<file path="src/rtl/mac_norm_stage.sv">
// rtl/mac_norm_stage.sv - two-stage leading-zero normalizer with valid/ready handshake
module mac_norm_stage #(
    parameter int EW = 8
) (
    input  logic          clk,
    input  logic          rst_n,
    input  logic          in_valid,
    output logic          in_ready,
    input  logic          in_sign,
    input  logic [EW-1:0] in_exp,
    input  logic [31:0]   in_mant,
    output logic          out_valid,
    input  logic          out_ready,
    output logic          out_sign,
    output logic [EW-1:0] out_exp,
    output logic [31:0]   out_mant,
    output logic [5:0]    out_lzc,
    output logic          out_zero,
    output logic          out_uf
);

    // stage 1 registers
    logic          v1;
    logic          s1_sign;
    logic [EW-1:0] s1_exp;
    logic [31:0]   s1_mant;
    logic [4:0]    s1_lzc;
    logic          s1_zero;

    // stage 2 valid; the out_* registers are the stage 2 data
    logic v2;
    logic adv2;

    // leading-zero detect on the incoming beat
    logic [7:0] nib_zero;
    logic [1:0] nib_pos [8];
    logic [2:0] grp;
    logic [1:0] pos;

    // stage 2 shift computation
    logic       uf_raw;
    logic [4:0] sh;

    assign adv2      = ~v2 | out_ready;
    assign in_ready  = ~v1 | adv2;
    assign out_valid = v2;

    // nibble encoders (nibble 0 is the most significant), then first non-zero nibble wins
    always_comb begin
        nib_zero = '0;
        for (int k = 0; k < 8; k++) begin
            nib_zero[k] = (in_mant[31-4*k -: 4] == 4'h0);
            if (in_mant[31-4*k])
                nib_pos[k] = 2'd0;
            else if (in_mant[30-4*k])
                nib_pos[k] = 2'd1;
            else if (in_mant[29-4*k])
                nib_pos[k] = 2'd2;
            else
                nib_pos[k] = 2'd3;
        end
        grp = 3'd7;
        for (int k = 7; k >= 0; k--) begin
            if (!nib_zero[k])
                grp = k[2:0];
        end
        pos = nib_pos[grp];
    end

    // shift is clamped to the exponent so the exponent never goes below zero
    always_comb begin
        uf_raw = (s1_exp < EW'(s1_lzc));
        sh     = uf_raw ? s1_exp[4:0] : s1_lzc;
    end

    // stage 1: capture the beat and its leading-zero count
    always_ff @(posedge clk or negedge rst_n) begin
        if (!rst_n) begin
            v1      <= 1'b0;
            s1_sign <= 1'b0;
            s1_exp  <= '0;
            s1_mant <= '0;
            s1_lzc  <= '0;
            s1_zero <= 1'b0;
        end else if (in_ready) begin
            v1 <= in_valid;
            if (in_valid) begin
                s1_sign <= in_sign;
                s1_exp  <= in_exp;
                s1_mant <= in_mant;
                s1_lzc  <= {grp, pos};
                s1_zero <= &nib_zero;
            end
        end
    end

    // stage 2: shift and adjust; data only moves with a valid beat so stalls hold outputs
    always_ff @(posedge clk or negedge rst_n) begin
        if (!rst_n) begin
            v2       <= 1'b0;
            out_sign <= 1'b0;
            out_exp  <= '0;
            out_mant <= '0;
            out_lzc  <= '0;
            out_zero <= 1'b0;
            out_uf   <= 1'b0;
        end else if (adv2) begin
            v2 <= v1;
            if (v1) begin
                out_sign <= s1_sign;
                if (s1_zero) begin
                    out_exp  <= '0;
                    out_mant <= '0;
                    out_lzc  <= 6'd32;
                    out_zero <= 1'b1;
                    out_uf   <= 1'b0;
                end else begin
                    out_exp  <= s1_exp - EW'(sh);
                    out_mant <= s1_mant << sh;
                    out_lzc  <= {1'b0, sh};
                    out_zero <= 1'b0;
                    out_uf   <= uf_raw;
                end
            end
        end
    end

endmodule

</file>
<file path="config.mk">
export PLATFORM = sky130hd
export DESIGN_NAME = mac_norm_stage
export DESIGN_NICKNAME = d
export VERILOG_FILES = /design/src/rtl/mac_norm_stage.sv
export SDC_FILE = /design/constraint.sdc
export NUM_CORES = 1
export LEC_CHECK = 0
export BUFFER_PORTS_ARGS = -buffer_cell sky130_fd_sc_hd__buf_2
export CORE_MARGIN = 3
export CORE_UTILIZATION = 40
export DETAILED_ROUTE_END_ITERATION = 12
export PLACE_DENSITY_LB_ADDON = 0.2
export SLEW_MARGIN = 40
export SYNTH_ARGS = -nofsm -noshare
export SYNTH_HDL_FRONTEND = slang
export SYNTH_SLANG_ARGS = --single-unit
</file>
<file path="constraint.sdc">
create_clock -name clk -period 5.55 [get_ports clk]
set_input_delay 0.8325 -clock clk [delete_from_list [all_inputs] [get_ports clk]]
set_output_delay 0.8325 -clock clk [all_outputs]
set_load 0.005 [all_outputs]
</file>
After elaboration in Yosys (flattened, before gate mapping)
Cells that the tools add are included.

Register bits after elaboration: 98. Input bits: 45. Output and inout port bits: 51.

$add $sub $neg: 1. Magnitude comparators: 2. Shift operators: 1. Mux-type cells: 40. Bitwise operators: 5. Reduce and logical (&&, ||, !) cells: 11.

Operators with widths (count): 2-bit 2-to-1 mux (18); 4-bit logical NOT (8); 32-bit 2-to-1 mux (1); 32-bit by 5-bit left shift with 32-bit output (1); 3-bit 2-to-1 mux (6); 1-bit 2-to-1 mux (11); 8-bit by 5-bit less-than comparator with 1-bit output (1); 8-bit 2-to-1 mux (1); 8-bit AND reduction (1); 8-bit by 5-bit subtractor with 8-bit output (1); 2-bit binary-select mux with 3-bit select (1); 6-bit 2-to-1 mux (1); 5-bit 2-to-1 mux (1); 4-bit greater-or-equal comparator (second input constant) (1); 3-bit NOT with 4-bit output (1); 2-bit AND reduction (2); 1-bit NOT (2); 1-bit bitwise OR (2).

Depth between registers and ports, before layout
Gate-level depths: netlist (run 1).

Word-level depth: 12. Gate-level depth with buffers: 21. Gate-level depth less buffers: 18.

Worst setup path before layout (run 1)
No wires, ideal clock.

Path kind: reg-to-reg. Start: reg s1_lzc[2]. End: reg out_exp[6]. Setup time: 0.132 ns. Data arrival time: 3.884 ns. Slack: 1.534 ns. Cell stages (with the launch flop): 22. Period minus slack after synthesis: 4.016 ns. Cell sequence: dfrtp_1 -> clkbuf_1 -> inv_1 -> ha_1 -> o211ai_1 -> o211ai_2 -> nand2_8 -> mux2i_4 -> inv_2 -> buf_4 -> clkbuf_1 -> ha_1 -> inv_1 -> ha_1 -> nor2_1 -> maj3_1 -> nand2_1 -> nand2_1 -> maj3_1 -> o21ai_0 -> xor2_1 -> o31ai_1.

Word-level cells in the longest chain between the ends: 4.

RTL lines: start, declared (RTL line 27) `logic [4:0] s1_lzc;`; start signal, assigned (RTL line 91) `s1_lzc <= {grp, pos};`; 8-bit by 5-bit less-than comparator with 1-bit output (RTL line 72) `uf_raw = (s1_exp < EW'(s1_lzc));`; 5-bit 2-to-1 mux * (RTL line 73) `sh = uf_raw ? s1_exp[4:0] : s1_lzc;`; 8-bit by 5-bit subtractor with 8-bit output * (RTL line 118) `out_exp <= s1_exp - EW'(sh);`; 8-bit 2-to-1 mux * (RTL line 111) `if (s1_zero) begin`; end signal, assigned (RTL line 118); end, declared (RTL line 15) `output logic [EW-1:0] out_exp,`.

Every way passes the cells marked *; elsewhere a longest branch is shown, timed or not. A chain may end at the register's enable or synchronous reset.

Worst setup path after layout (run 1)
Start: reg s1_lzc[2]. End: reg out_exp[7].

Same word-level chain as after synthesis.

==> metrics.md, run 1 <==
| Metric | Value |
|---|---|
| Status | `finished clean` |
| Rows | `44` |
| Setup Skew | `7.65 ps` |
| Critical path's slowest cell | `dfrtp_1` |
| Worst-skew pair later-pin latency | `350 ps` |
| YS warnings | `0` |
| Yosys cell types | `64` |
| HP Class | `in -> async` |
| Dpl ws | `1310 ps` |
| Post-Syn Instances | `619` |
| Highest metal used | `met4` |
| Filler cells | `1420` |
| Fmax | `233 MHz` |
| Critical-path cell list | `inv_1, ha_1, o211ai_1, o211ai_2, nand2_8, mux2i_4, buf_4, inv_2, buf_4, ha_1, o221ai_1, o21ai_0, o21bai_1, o21ai_0, a22oi_1, a211oi_1, xnor2_1, o21ai_0` |
| Die Y | `129 µm` |
| Async SR Flop Fraction | `100%` |
| Setup tns final | `0 ps` |
| Initial antenna violation count | `0` |
| Vias | `5014` |
| WS Path Type | `reg -> reg` |
| Clock Path Buffers | `2` |
| # clock sinks | `97` |
| Critical Path Source | `s1_lzc[2]` |
| Slowest Stage Delay on Critical Path | `490 ps` |
| Most frequent CP cell | `o21ai_0` |
| Reg clk slew, reported paths | `70 ps` |
| Lkg Pwr | `3.31 nW` |
| CP Max Fanout | `38` |
| Met3 wire len | `828 µm` |
| CP required | `5780 ps` |
| Antenna Cells | `0` |
| Largest net degree at the start of global routing | `61` |
| Post-Synth Adder-Cell Area | `1.78%` |
| Drt pass-1 iters | `5` |
| Largest area contributor in the netlist | `dfrtp_1` |
| Final setup violation count | `0` |
| Synth Area in XOR/XNOR | `1.01%` |
| Compound-gate portion of the synthesized area | `15.5%` |
| Worst setup path endpoint | `out_exp[7]` |
| Register area share after synthesis | `40.1%` |
| Global Route Usage Sum | `20.4%` |
| Number of port buffers | `95` |
| CTS resizes | `0` |
| Final Max Slew Viols | `0` |
| CTS tree | `done` |
| I/O pins | `96` |
| Worst-margin pin slew | `810 ps` |
| Effective utilization at floorplan | `41.3%` |
| Critical path arrival | `4520 ps` |
| Post-synth top cells | `dfrtp_1, nand2_1, mux2i_1` |
| Post-CTS Setup Inserts | `0` |
| Drt wl/cell | `18.7 µm` |
| Synth Cell Area | `0.00605 mm²` |
| Via density | `5.64` |
| Crit start category | `flop` |
| Die ar. | `0.0166 mm²` |
| Mux cell area share after synthesis | `24.8%` |
| Main combinational cell family by area after synthesis | `multiplexers` |
| CTS buffer count | `9` |
| Yosys reg bits | `97` |
| Vias in the first global route | `4883` |
| H-tree depth | `3` |
| Predominant post-synthesis flop cell | `dfrtp_1` |
| Reg2Reg Launch Point | `s1_lzc[2]` |
| Critical path endpoint category | `flop` |
| Flop2flop setup slack | `1250 ps` |
| Top-count cell post-synth | `dfrtp_1` |
| Yosys top cell area share | `40.1%` |
| Final ANT Viol Nets | `0` |
| Maximum vdd drop | `149 µV` |
| Max_slew headroom | `45.7%` |
| Die width | `129 µm` |
| FF-to-FF End | `out_exp[7]` |
| Fin crit share | `77.4%` |
| Post-synth EDFFs | `0` |
| Total grt overflow | `0` |
| CTS Hold Buffers Added | `0` |
| WL final | `16700 µm` |
| WL met1 | `8670 µm` |
| Tmin final | `4300 ps` |
| Simple-gate share of the synthesized area | `12.6%` |
| Max Cap Viol | `0` |
| Nets | `752` |
| Core Box Area | `0.0146 mm²` |
| Post-detail-place hpwl | `12600 µm` |
| Hold Vio Cnt, Final | `0` |
| Initial drt markers | `287` |
| Layout area overhead | `16.0%` |
| Share of cells above drive strength 1 | `26.7%` |
| Syn avg cell area | `9.77 µm²` |
| Syn_nets | `671` |
| DR WL met2 | `6890 µm` |
| First-pass GRT wire length | `26600 µm` |
| Worst setup margin | `1250 ps` |
| Root Buffer | `clkbuf_16` |
| Reg2Reg Depth | `18` |
| DRC | `0` |
| Top cells by area, synth | `dfrtp_1, mux2i_1, mux2_2` |
| RSZ-0062 raised after global routing | `no` |
| Power Density | `362 mW/mm²` |
| Routability cong. | `0.899` |
registers in the layout, indices dropped and copies added, names as in the netlist:
| register | flops |
|---|---|
| out_mant | 32 |
| s1_mant | 32 |
| out_exp | 8 |
| s1_exp | 8 |
| out_lzc | 6 |
| s1_lzc | 5 |
| out_sign | 1 |
| out_uf | 1 |
| out_valid | 1 |
| s1_sign | 1 |
| s1_zero | 1 |
| v1 | 1 |
through the flow:
stage	instance area, µm²	std cells	total power [W]	hold WS (ps)	utilization, %
floorplan	6050	619	0.00156	450	-
global placement	6680	870	0.00190	456	45.6
detailed placement	6720	873	0.00192	465	45.9
CTS	7010	889	0.00255	483	47.9
global route	7010	889	0.00269	508	47.9
finish	7010	889	0.00254	475	47.9
layout make-up:
cell class	instances	area [µm²]	area share, %
Clock buffer	10	229	3.27
Clock inverter	6	67.6	0.964
Inverter	19	71.3	1.02
Multi-Input combinational cell	465	3400	48.5
Sequential cell	97	2430	34.6
Tap cell	184	230	3.28
Timing Repair Buffer	108	587	8.37
worst min path at each step:
stage / start / slack (ps) / depth (start not counted) / end
final: rst_n / 480 / 1 / out_valid
after global routing: out_lzc[4] / 510 / 2 / out_lzc[4]
after CTS: out_lzc[4] / 480 / 2 / out_lzc[4]
after detailed placement: out_lzc[4] / 470 / 2 / out_lzc[4]
after global placement: out_lzc[4] / 460 / 2 / out_lzc[4]
after floorplan: s1_mant[30] / 450 / 2 / s1_mant[30]
worst max-delay path, delay by kind of cell, from the launching register on:
kind                     cells  cell delay (ps)
multiplexers                 1              240
adder cells (fa/ha/maj)      2              630
buffers and inverters        4              890
AND/OR/NAND/NOR              1              210
XOR/XNOR                     1              140
flip-flops                   1              490
AO/OA/AOI/OAI                9             1560
routing by layer:
layer  vias to the layer above  GRT usage, %
met3                        19          3.03
li1                       2418             -
met5                         -             0
met4                         0          6.92
met1                      2411          31.3
met2                       166          29.3
placed cells by master, fill, tap and decap left out, types with 8 or more instances in the layout:
master	netlist	layout
mux2i_1	85	83
buf_4	2	11
buf_2	9	94
nand2_1	92	90
clkbuf_16	0	9
nand3_1	13	13
nor2_1	27	27
inv_1	18	18
a21oi_1	30	30
mux2_2	48	48
o211ai_1	8	8
o21ai_0	44	44
dfrtp_1	97	97
report_power, final:
group,internal (W),switching [W],leakage (nW)
clock network,0.000351,0.000276,0.139
registers,0.000866,0.000119,1.19
logic,0.000412,0.000512,1.99
total,0.00163,0.000906,3.31
cell families after synthesis:
kind of cell	count (synthesis)
AND/OR/NAND/NOR	167
AO/OA/AOI/OAI	143
multiplexers	139
flip-flops	97
buffers and inverters	57
adder cells (fa/ha/maj)	9
XOR/XNOR	7
(Power assumes the default switching activity.)
==> inputs of run 2 (changes only) <==
==> constraint.sdc (replaced) <==
create_clock -name clk -period 4 [get_ports clk]
set_input_delay 0.6 -clock clk [delete_from_list [all_inputs] [get_ports clk]]
set_output_delay 0.6 -clock clk [all_outputs]
set_load 0.005 [all_outputs]
==> run 2 against run 1 <==
Compared with the run above:
- maximum frequency rose by 17%
- clock skew rose by 3.9 ps
- first-iteration DRC count rose by 23%
- non-clock buffer count rose by 16
- highest routed layer unchanged
- largest cell class unchanged
- clock-buffer cell count did not move
- final area rose by 2.6%
- sequential cell count did not move
- die area did not move
- wire length rose by 4.3%
- core utilization rose by 1.2 points
- clock power rose by 64%
- via count rose by 2.2%
==> metrics.md, run 2 (synthesis results as in run 1) <==
| Metric | Value |
|---|---|
| Total grt overflow | `0 (unchanged)` |
| Fin crit share | `91.8% (+14 points)` |
| Switch share | `34.8% (-0.99 points)` |
| Max_slew headroom | `51.7% (+6.0 points)` |
| Die ar. | `0.0166 mm² (unchanged)` |
| Status | `finished clean` |
| Worst-margin pin slew | `724 ps (-85.1 ps)` |
| WS Path Type | `reg -> reg` |
| Utilization after layout | `49.1% (+1.2 points)` |
| Global Route Usage Sum | `21.3% (+0.88 points)` |
| Reg clk slew, reported paths | `80 ps (about the same)` |
| Critical path arrival | `3880 ps (-640 ps)` |
| Via density | `5.66 (+0.43%)` |
| Buf/Inv on CP | `3 (-1)` |
| Fmax | `272 MHz (+17%)` |
| Largest net degree at the start of global routing | `79 (+30%)` |
| Crit start category | `flop` |
| Slowest Stage Delay on Critical Path | `480 ps (about the same)` |
| WL final | `17400 µm (+4.3%)` |
| I/O pins | `96 (unchanged)` |
| Share of cells above drive strength 1 | `28.4% (+1.8 points)` |
| Most frequent CP cell | `ha_1` |
| CTS resizes | `0 (unchanged)` |
| Core Box Area | `0.0146 mm² (unchanged)` |
| Delay-heaviest family, CP | `adder cells` |
| CP Max Fanout | `6 (-84%)` |
| Maximum vdd drop | `240 µV (+61%)` |
| H-tree depth | `3 (unchanged)` |
| Setup Skew | `11.6 ps (+3.90 ps)` |
| Vias in the first global route | `4928 (+0.92%)` |
| Internal power | `0.00243 W (+49%)` |
| HP Class | `in -> async` |
| GR Layer Usage met2 | `29.8% (+0.46 points)` |
| Hold Vio Cnt, Final | `0 (unchanged)` |
| Logic pwr share | `35.3% (-1.1 points)` |
| Clock power share | `27.8% (+3.1 points)` |
| Post-detail-place hpwl | `13200 µm (+4.1%)` |
| Most frequent cells in the layout | `dfrtp_1, buf_2, nand2_1` |
| Cell depth of the worst setup path | `18 (unchanged)` |
| Routability cong. | `0.944 (+5.0%)` |
| Root Buffer | `clkbuf_16` |
| Initial antenna violation count | `0 (unchanged)` |
| Die Y | `129 µm (unchanged)` |
| Critical path's slowest cell | `dfrtp_1` |
| Most common cell after layout, fill and taps aside | `dfrtp_1` |
| Final setup violation count | `0 (unchanged)` |
| Critical-path cell list | `inv_1, ha_1, o211ai_1, o211ai_2, nand2_8, mux2i_4, inv_2, ha_1, inv_1, ha_1, nor2_1, maj3_1, nand2_1, nand2_1, maj3_1, o21ai_0, xor2_1, o31ai_1` |
| Number of port buffers | `95 (unchanged)` |
| Max Cap Viol | `0 (unchanged)` |
| Final ANT Viol Nets | `0 (unchanged)` |
| Placed insts | `887 (+1.6%)` |
| Global-route layer with the greatest usage | `met1` |
| Met3 usage | `2.99% (-0.042 points)` |
| Rows | `44 (unchanged)` |
| Nets | `768 (+2.1%)` |
| Final Power | `0.00372 W (+47%)` |
| Antenna Cells | `0 (unchanged)` |
| Tmin final | `3670 ps (-622 ps)` |
| Worst-skew pair later-pin latency | `350 ps (about the same)` |
| Drt pass-1 iters | `5 (unchanged)` |
| Post-CTS Setup Inserts | `0 (unchanged)` |
| Setup tns final | `0 ps (unchanged)` |
| Reg2Reg Depth | `18 (unchanged)` |
| Initial drt markers | `354 (+23%)` |
| Met1 Use GR | `33.7% (+2.4 points)` |
| Sequential group share of total power | `36.9% (-2.0 points)` |
| Placed Area | `0.00683 mm² (+1.6%)` |
| # clock sinks | `97 (unchanged)` |
| First-pass GRT wire length | `27700 µm (+4.0%)` |
| Power Density | `517 mW/mm² (+43%)` |
| Drt wl/cell | `19.2 µm (+2.4%)` |
| CTS Hold Buffers Added | `0 (unchanged)` |
| Final Non-Filler Cells | `905 (+1.8%)` |
| Fin area | `0.00719 mm² (+2.6%)` |
| CTS tree | `done` |
| CTS buffer count | `9 (unchanged)` |
| Largest regs | `out_mant x32, s1_mant x32` |
| Die width | `129 µm (unchanged)` |
| Vias | `5126 (+2.2%)` |
| Effective utilization at floorplan | `41.3% (unchanged)` |
| RSZ-0062 raised after global routing | `no` |
| Switching pwr | `0.00129 W (+43%)` |
| DRC | `0 (unchanged)` |
| Clock Path Buffers | `2 (unchanged)` |
| Reg2Reg Launch Point | `s1_lzc[2]` |
| Final Max Slew Viols | `0 (unchanged)` |
| CP required | `4210 ps (-1570 ps)` |
| Layout area overhead | `19.0%` |
| Lkg Pwr | `3.42 nW (+3.2%)` |
| Critical Path Source | `s1_lzc[2]` |
| Critical path endpoint category | `flop` |
-- run 2: cell count changes in the layout (fill, tap and decap cells not counted) --
cell	change
buf_12	+1
buf_4	+17
bufinv_16	+2
clkbuf_8	+1
clkbuf_1	-1
clkinv_4	-1
buf_6	-2
clkinv_2	-1
-- run 2: final timing paths --
check                              end  slack (ps)
max                         out_exp[6]         330
min                        out_mant[4]         290
max reg2reg                 out_exp[6]         330
min reg2reg                out_mant[5]         470
max in group asynchronous           v1        3030
min in group clk                    v1         470
-- run 2: per-stage QoR --
step | hold WS (ps) | setup slack, ps
CTS | 305 | 288
detailed placement | 466 | 308
global route | 343 | 9.36
finish | 290 | 327
global placement | 456 | 396
floorplan | 304 | 7.17
-- run 2: final cells by class --
type                       instances  area (µm²)
clock buffer                      10         239
clock inverter                     6         114
fill                            1392        7450
inverter                          19        71.3
multi-input combinational        465        3400
sequential                        97        2430
tap                              184         230
timing repair buffer             124         712
-- run 2: power groups by stage --
stage	sequential [W]	combinational, W	clock [W]
3_5_place_dp	0.00139	0.00131	0
5_1_grt	0.00140	0.00145	0.00109
4_1_cts	0.00137	0.00131	0.00105
2_1_floorplan	0.00136	0.000804	0
3_3_place_gp	0.00138	0.00130	0
6_report	0.00137	0.00132	0.00103
-- run 2: layer usage --
layer | up-vias | part of all wire [%]
met5 | - | 0
met4 | 0 | 1.7
met3 | 21 | 5.1
met2 | 153 | 42
met1 | 2498 | 51
li1 | 2454 | -
==> inputs of run 3 (changes only) <==
--- a/config.mk
+++ b/config.mk
@@ -6,6 +6,7 @@
 export NUM_CORES = 1
 export LEC_CHECK = 0
 export BUFFER_PORTS_ARGS = -buffer_cell sky130_fd_sc_hd__buf_2
+export CORE_ASPECT_RATIO = 0.6
 export CORE_MARGIN = 3
 export CORE_UTILIZATION = 40
 export DETAILED_ROUTE_END_ITERATION = 12
==> run 3 against run 2 <==
Compared with the run above:
- via count rose by 1.6%
- final area is 0.82% lower
- sequential share of layout area grew 0.30 points
- wire length is 2.1% higher
- combinational power about the same
- non-clock buffer count is 6 lower
- worst setup slack got worse by 83 ps
- clock power fell by 12%
- first-iteration DRC count increased by 7.9%
- clock-buffer cell count grew 1
- core utilization decreased by 0.37 points
- clock skew fell by 3.6 ps
- critical path type unchanged
- largest power group unchanged
==> metrics.md, run 3 (synthesis results as in run 1) <==
| Metric | Value |
|---|---|
| Status | `finished clean` |
| Setup Skew | `7.99 ps (-3.56 ps)` |
| Fin area | `0.00713 mm² (-0.82%)` |
| Total grt overflow | `0 (unchanged)` |
| Fmax | `266 MHz (-2.2%)` |
| Placed Area | `0.00681 mm² (-0.28%)` |
| # clock sinks | `97 (unchanged)` |
| Antenna Cells | `0 (unchanged)` |
| Die Y | `101 µm (-21%)` |
| Worst-skew pair later-pin latency | `350 ps (about the same)` |
| Clock Path Buffers | `2 (unchanged)` |
| WL final | `17700 µm (+2.1%)` |
| CTS tree | `done` |
| Initial antenna violation count | `0 (unchanged)` |
| WS Path Type | `reg -> reg` |
| Tmin final | `3760 ps (+82.6 ps)` |
| Root Buffer | `clkbuf_16` |
| Power Density | `502 mW/mm² (-3.0%)` |
| Layout area overhead | `18.0%` |
| Final Max Slew Viols | `0 (unchanged)` |
| Fin crit share | `93.9% (+2.1 points)` |
| Routability cong. | `0.902 (-4.4%)` |
| Final setup violation count | `0 (unchanged)` |
| Core Box Area | `0.0146 mm² (about the same)` |
| Setup tns final | `0 ps (unchanged)` |
| Die ar. | `0.0167 mm² (+0.29%)` |
| Crit start category | `flop` |
| Die width | `165 µm (+28%)` |
| Filler cells | `1417 (+1.8%)` |
| Drt wl/cell | `19.4 µm (+1.2%)` |
| Max Cap Viol | `0 (unchanged)` |
| Largest net degree at the start of global routing | `59 (-25%)` |
| Utilization after layout | `48.8% (-0.37 points)` |
| Share of cells above drive strength 1 | `28.0% (-0.46 points)` |
| Largest regs | `out_mant x32, s1_mant x32` |
| Final Power | `0.00358 W (-3.8%)` |
| DRC | `0 (unchanged)` |
| First-pass GRT wire length | `27900 µm (+0.95%)` |
| Max_slew headroom | `55.0% (+3.3 points)` |
| Initial drt markers | `382 (+7.9%)` |
| CP required | `4220 ps (about the same)` |
| Post-detail-place hpwl | `13400 µm (+1.6%)` |
| HP Class | `in -> async` |
| Maximum vdd drop | `236 µV (-1.7%)` |
| CTS buffer count | `9 (unchanged)` |
| Most common cell after layout, fill and taps aside | `dfrtp_1` |
| Final ANT Viol Nets | `0 (unchanged)` |
| Worst-margin pin slew | `671 ps (-53.5 ps)` |
| RSZ-0062 raised after global routing | `no` |
| Number of port buffers | `95 (unchanged)` |
| Vias in the first global route | `5119 (+3.9%)` |
| CP Max Fanout | `35 (+29)` |
| Effective utilization at floorplan | `41.3% (about the same)` |
| Critical path endpoint category | `flop` |
| Lkg Pwr | `3.38 nW (-1.3%)` |
| Most frequent cells in the layout | `dfrtp_1, buf_2, nand2_1` |
| Drt pass-1 iters | `5 (unchanged)` |
| Reg clk slew, reported paths | `70 ps (about the same)` |
| Nets | `762 (-0.78%)` |
| Rows | `34 (-23%)` |
| H-tree depth | `3 (unchanged)` |
| Dpl ws | `339 ps (+30.7 ps)` |
| Hold Vio Cnt, Final | `0 (unchanged)` |
| Vias | `5206 (+1.6%)` |
| I/O pins | `96 (unchanged)` |
| Via density | `5.70 (+0.67%)` |
| Global Route Usage Sum | `21.5% (+0.21 points)` |
| Worst setup margin | `244 ps (-82.6 ps)` |
| Critical path arrival | `3980 ps (+100 ps)` |
-- run 3: what timing repair did --
| item | CTS | global route |
|---|---|---|
| hold buffers | 0 | 0 |
| setup endpoints to repair | 0 | 1 |
| resized for setup | 0 | 1 |
| buffers inserted | 0 | 1 |
| hold endpoints to repair | 0 | 0 |
-- run 3: final cells by class --
| type | instances | area (µm²) | share of cell area (%) |
|---|---|---|---|
| multi-input combinational | 465 | 3400 | 47.7 |
| sequential | 97 | 2430 | 34.0 |
| timing repair buffer | 118 | 667 | 9.35 |
| clock buffer | 11 | 253 | 3.54 |
| tap | 198 | 248 | 3.47 |
| inverter | 19 | 71.3 | 1.00 |
| clock inverter | 5 | 62.6 | 0.877 |
-- run 3: metal layers --
layer | global-route usage, % | routed length [µm] | vias up
met2 | 32.0 | 7570 | 198
li1 | - | - | 2440
met4 | 4.96 | 229 | 0
met3 | 6.09 | 1570 | 22
met1 | 31.2 | 8350 | 2546
met5 | 0 | 0 | -
-- run 3: critical path, cell delays in order (launching register included) --
cell and delay, ps:
dfrtp_1 480, inv_1 70, ha_1 280, o211ai_1 230, o211ai_2 230, nand2_8 120
buf_4 280, mux2i_4 310, buf_12 260, mux2i_1 350, mux2i_1 190, mux2i_1 340
nor2_1 80, o41a_1 380
-- run 3: path summary, 6_finish.rpt --
kind | start | end | slack [ps] | depth (start not counted)
hold reg to reg | out_mant[1] | out_mant[1] | 480 | 2
hold / removal | rst_n | s1_exp[3] | 230 | 1
max in group asynchronous | rst_n | s1_mant[20] | 3070 | 2
setup reg to reg | s1_lzc[1] | out_mant[20] | 240 | 13
min in group clk | in_sign | s1_sign | 470 | 2
setup / recovery | s1_lzc[1] | out_mant[20] | 240 | 13
-- run 3: report_power, final --
part	total (W)	internal, W	switching, W
Combinational	0.00129	0.000585	0.000709
Sequential	0.00138	0.00120	0.000177
Clock	0.000909	0.000522	0.000386
Total	0.00358	0.00231	0.00127
-- run 3: metrics by stage --
stage	hold WS, ps	cells
2_1_floorplan	304	619
3_3_place_gp	456	896
3_5_place_dp	466	896
4_1_cts	356	912
5_1_grt	258	913
6_report	227	913
